## src/rtl/riscv_mc_main_control.sv

```systemverilog
// Main control FSM for the multicycle RISC-V CPU: decodes the opcode into per-cycle
// datapath strobes and mux selects, stalls on mem_ready, and counts retired instructions.
module riscv_mc_main_control #(
    parameter logic [6:0]  OPC_LOAD   = 7'b0000011,
    parameter logic [6:0]  OPC_STORE  = 7'b0100011,
    parameter logic [6:0]  OPC_RTYPE  = 7'b0110011,
    parameter logic [6:0]  OPC_ITYPE  = 7'b0010011,
    parameter logic [6:0]  OPC_BRANCH = 7'b1100011,
    parameter int unsigned CNT_W      = 32
) (
    input  logic             clk,
    input  logic             reset,
    input  logic [6:0]       opcode,
    input  logic             zero,
    input  logic             mem_ready,
    output logic             pc_write,
    output logic             pc_en,
    output logic             branch,
    output logic             adr_src,
    output logic             mem_read,
    output logic             mem_write,
    output logic             ir_write,
    output logic             reg_write,
    output logic [1:0]       result_src,
    output logic [1:0]       alu_src_a,
    output logic [1:0]       alu_src_b,
    output logic [1:0]       alu_op,
    output logic             illegal_op,
    output logic             instr_done,
    output logic [CNT_W-1:0] instr_count,
    output logic [3:0]       state_o
);

    localparam int unsigned STATE_W = 4;

    typedef enum logic [STATE_W-1:0] {
        S_FETCH    = 4'd0,
        S_DECODE   = 4'd1,
        S_MEMADR   = 4'd2,
        S_MEMREAD  = 4'd3,
        S_MEMWB    = 4'd4,
        S_MEMWRITE = 4'd5,
        S_EXECR    = 4'd6,
        S_EXECI    = 4'd7,
        S_ALUWB    = 4'd8,
        S_BEQ      = 4'd9
    } state_t;

    state_t state;
    state_t state_next;

    // State register
    always_ff @(posedge clk) begin
        if (reset) begin
            state <= S_FETCH;
        end else begin
            state <= state_next;
        end
    end

    // Next-state logic
    always_comb begin
        state_next = S_FETCH;
        case (state)
            S_FETCH:    state_next = mem_ready ? S_DECODE : S_FETCH;
            S_DECODE: begin
                if (opcode == OPC_LOAD || opcode == OPC_STORE) begin
                    state_next = S_MEMADR;
                end else if (opcode == OPC_RTYPE) begin
                    state_next = S_EXECR;
                end else if (opcode == OPC_ITYPE) begin
                    state_next = S_EXECI;
                end else if (opcode == OPC_BRANCH) begin
                    state_next = S_BEQ;
                end else begin
                    state_next = S_FETCH;
                end
            end
            S_MEMADR: begin
                if (opcode == OPC_LOAD) begin
                    state_next = S_MEMREAD;
                end else if (opcode == OPC_STORE) begin
                    state_next = S_MEMWRITE;
                end else begin
                    state_next = S_FETCH;
                end
            end
            S_MEMREAD:  state_next = mem_ready ? S_MEMWB : S_MEMREAD;
            S_MEMWB:    state_next = S_FETCH;
            S_MEMWRITE: state_next = mem_ready ? S_FETCH : S_MEMWRITE;
            S_EXECR:    state_next = S_ALUWB;
            S_EXECI:    state_next = S_ALUWB;
            S_ALUWB:    state_next = S_FETCH;
            S_BEQ:      state_next = S_FETCH;
            default:    state_next = S_FETCH;
        endcase
    end

    // Moore output decode; reset forces every strobe and select low
    always_comb begin
        pc_write   = 1'b0;
        branch     = 1'b0;
        adr_src    = 1'b0;
        mem_read   = 1'b0;
        mem_write  = 1'b0;
        ir_write   = 1'b0;
        reg_write  = 1'b0;
        result_src = 2'b00;
        alu_src_a  = 2'b00;
        alu_src_b  = 2'b00;
        alu_op     = 2'b00;
        illegal_op = 1'b0;
        instr_done = 1'b0;
        if (!reset) begin
            case (state)
                S_FETCH: begin
                    mem_read   = 1'b1;
                    alu_src_b  = 2'b10;
                    result_src = 2'b10;
                    ir_write   = mem_ready;
                    pc_write   = mem_ready;
                end
                S_DECODE: begin
                    alu_src_a  = 2'b01;
                    alu_src_b  = 2'b01;
                    illegal_op = !(opcode == OPC_LOAD || opcode == OPC_STORE ||
                                   opcode == OPC_RTYPE || opcode == OPC_ITYPE ||
                                   opcode == OPC_BRANCH);
                end
                S_MEMADR: begin
                    alu_src_a = 2'b10;
                    alu_src_b = 2'b01;
                end
                S_MEMREAD: begin
                    adr_src  = 1'b1;
                    mem_read = 1'b1;
                end
                S_MEMWB: begin
                    result_src = 2'b01;
                    reg_write  = 1'b1;
                    instr_done = 1'b1;
                end
                S_MEMWRITE: begin
                    adr_src    = 1'b1;
                    mem_write  = 1'b1;
                    instr_done = mem_ready;
                end
                S_EXECR: begin
                    alu_src_a = 2'b10;
                    alu_op    = 2'b10;
                end
                S_EXECI: begin
                    alu_src_a = 2'b10;
                    alu_src_b = 2'b01;
                end
                S_ALUWB: begin
                    reg_write  = 1'b1;
                    instr_done = 1'b1;
                end
                S_BEQ: begin
                    alu_src_a  = 2'b10;
                    alu_op     = 2'b01;
                    branch     = 1'b1;
                    instr_done = 1'b1;
                end
                default: ;
            endcase
        end
        pc_en = pc_write | (branch & zero);
    end

    // Retired-instruction counter, wraps naturally
    always_ff @(posedge clk) begin
        if (reset) begin
            instr_count <= '0;
        end else if (instr_done) begin
            instr_count <= instr_count + CNT_W'(1);
        end
    end

    assign state_o = state;

endmodule

```

## config.mk

```make
export PLATFORM = sky130hd
export DESIGN_NAME = riscv_mc_main_control
export DESIGN_NICKNAME = d
export VERILOG_FILES = /design/src/rtl/riscv_mc_main_control.sv
export SDC_FILE = /design/constraint.sdc
export NUM_CORES = 1
export LEC_CHECK = 0
export CAP_MARGIN = 10
export CORE_MARGIN = 4
export CORE_UTILIZATION = 45
export CTS_CLUSTER_SIZE = 28
export DETAILED_ROUTE_END_ITERATION = 16
export PLACE_DENSITY = 0.86
export SYNTH_ARGS = -nofsm -noshare
export SYNTH_HDL_FRONTEND = slang
export SYNTH_SLANG_ARGS = --single-unit
```

## constraint.sdc

```tcl
create_clock -name clk -period 3.2 [get_ports clk]
set_input_delay 0.48 -clock clk [delete_from_list [all_inputs] [get_ports clk]]
set_output_delay 0.48 -clock clk [all_outputs]
set_load 0.02 [all_outputs]
```

==> results_dict.tcl <==
set metrics [dict create \
    drc 0 \
    cts_tree "done" \
    path_class "input pin to output pin" \
    htree_levels 2 \
    dp_hpwl_um 3954 \
    fin_area_mm2 0.002875 \
    drt_wl_total_um 5409 \
    synth_most_common_cell "nor2_1" \
    maxCapViolations 0 \
    avgViaCountPerCell 5.543 \
    finalCritPeriodShare_pct 92.89 \
    grt_pass1_vias 2032 \
    slew_headroom_pct 59.14 \
    area.growth.synth_to_final_pct 38.35 \
    n_antenna_cell 0 \
    arrival_ns 2.49 \
    start_util_pct 47.08 \
    gp_congestion 0.8503 \
    ir_drop_mv 0.3106 \
    cp-start-kind "input pin" \
    maxSlewViolCount 0 \
    worstPathRequired_ns 2.72 \
    grt_max_degree 27 \
    synth-main-ff-cell "dfxtp_1" \
    dieHeight_um 75.96 \
    p_leak_nw 0.9158 \
    insertion_delay_ns 0.29 \
    core_area_mm2 0.004414 \
    dp_cells 375 \
    drt_iter0_markers 139 \
    ys_seq_elements 36 \
    clock_path_buffers 2 \
    setup_tns_ns 0 \
    clockRootBuffer "clkbuf_8" \
    netlist.top_cell.by_area "dfxtp_1" \
    clkSinkCount 36 \
    antenna_found_initial 0 \
    cts_hold_buffers 0 \
    postCtsSetupBuffers 0 \
    dieArea_mm2 0.005770 \
    final_antenna_net_count 0 \
    avgSynthCellArea_um2 7.755 \
    synthArstFlopShare_pct 0 \
    clk_pin_slew_ns 0.07 \
    cp-end-kind "output pin" \
    status "complete, no violations" \
    drt_first_pass_iters 4 \
    hold_class "flop to flop" \
    synth_cells 268 \
    routedWlPerCell_um 14.12 \
    design.final.nets 342 \
    portBuffers 64 \
    placed_cell_area_mm2 0.002764 \
    die_w_um 75.96 \
    synth_enable_flop_cells 0 \
    rr_startpoint "instr_count[0]" \
    crit_fanout 4 \
    finalSetupViolations 0 \
    grt_pass1_wl_um 9328 \
    tightestPinTransition_ns 0.6120 \
    syn_area_mm2 0.002078 \
    synth_nets 280 \
    rsz0062_at_grt "no" \
    yosys_warnings 0 \
    num_vias 2123 \
    fin_cells 383 \
    power_density_mw_per_mm2 321.3 \
    grt-ovfl-total 0 \
    clock-skew-final_ns 0.008922 \
    rows 24 \
    min_period_ns 2.973 \
    ys_types 43 \
    yosysTopAreaCellShare_pct 34.68 \
    synth_commonest_cells "nor2_1 (46), dfxtp_1 (36), nand2_1 (20)" \
    whs_ns 0.5077 \
    layout-drive-gt1-share_pct 6.647 \
    pin_count 65 \
    ys_seq_area_share_pct 34.68 \
    grt_use_total_pct 18.77 \
    cts_made_buffers 5 \
    hold_viol 0 \
    crit_start "reset" \
    fmax_mhz 336.4 \
    synthTopCellsByArea "dfxtp_1 (35%), nor2_1 (8.3%), xnor2_1 (6.7%)" \
    hp-start "instr_count[31]" \
    ctsResizeCount 0 \
]
==> state kept, by name, summed over array words and instances, names as in the netlist <==
| register | cells |
|---|---|
| state_o | 4 |
| instr_count | 32 |
==> placed cells by master, fill, tap and decap left out, types with 5 or more instances in the layout <==
cell             Yosys  final
a21oi_1             12     12
buf_4                2      8
clkbuf_8             0      5
clkdlybuf4s50_1      0     64
dfxtp_1             36     36
nand2_1             20     20
nand2b_1             9      9
nand3_1             10     10
nand4_1             10     10
nor2_1              46     46
nor3_1              10     10
nor4_1              10     10
o21ai_0              7      7
or4_1                8      8
xnor2_1             16     16
xor2_1               7      7
==> path summary, 6_finish.rpt <==
check,endpoint,slack (ns),depth (start not counted)
min,instr_count[31],0.51,2
max reg2reg,instr_count[28],0.88,6
max,pc_en,0.23,7
min reg2reg,instr_count[31],0.51,2
==> worst max-delay path, cell delays in order <==
cell	delay, ns
clkdlybuf4s50_1	0.46
nor2_1	0.22
nand2_1	0.17
nor3_1	0.26
and2_1	0.22
a21o_1	0.09
clkdlybuf4s50_1	0.59
==> per-layer routing <==
layer	global-route usage (%)	wire, um
met4	5.160	63
met3	4.502	312
met5	0	0
met2	30.99	2547
met1	24.27	2485
==> final cells by class <==
| class | instances | area [um2] |
|---|---|---|
| Tap cell | 52 | 65.06 |
| Timing Repair Buffer | 72 | 700.7 |
| Multi-Input combinational cell | 213 | 1270 |
| Clock inverter | 3 | 42.54 |
| Sequential cell | 36 | 720.7 |
| Fill cell | 379 | 1539 |
| Inverter | 2 | 7.507 |
| Clock buffer | 5 | 68.82 |
==> logic make-up (layout without fill, tap and decap cells) <==
| family | Yosys count | count (layout) | synth area share [%] |
|---|---|---|---|
| simple gates | 155 | 155 | 40.22 |
| flops | 36 | 36 | 34.68 |
| compound gates | 32 | 32 | 9.513 |
| xor+xnor | 23 | 23 | 9.693 |
| buf+inv | 19 | 82 | 4.214 |
| mux | 2 | 2 | 1.084 |
| fa+ha+maj | 1 | 1 | 0.6020 |
==> through the flow <==
step,setup WS (ns),power (W),utilization [%]
detailed placement,0.2493,0.0005306,62.61
global placement,0.3191,0.0005294,62.61
CTS,0.2359,0.0009287,65.14
floorplan,0.6595,0.0004978,-
global route,0.1638,0.0009551,65.14
finish,0.2274,0.0009237,65.14
==> power by group <==
part           total [W]  internal, W  switching (W)
registers       0.000452     0.000448     0.00000336
clock network   0.000403     0.000231       0.000173
logic          0.0000688    0.0000331      0.0000357
No activity file was read; power rests on OpenSTA's default activity.
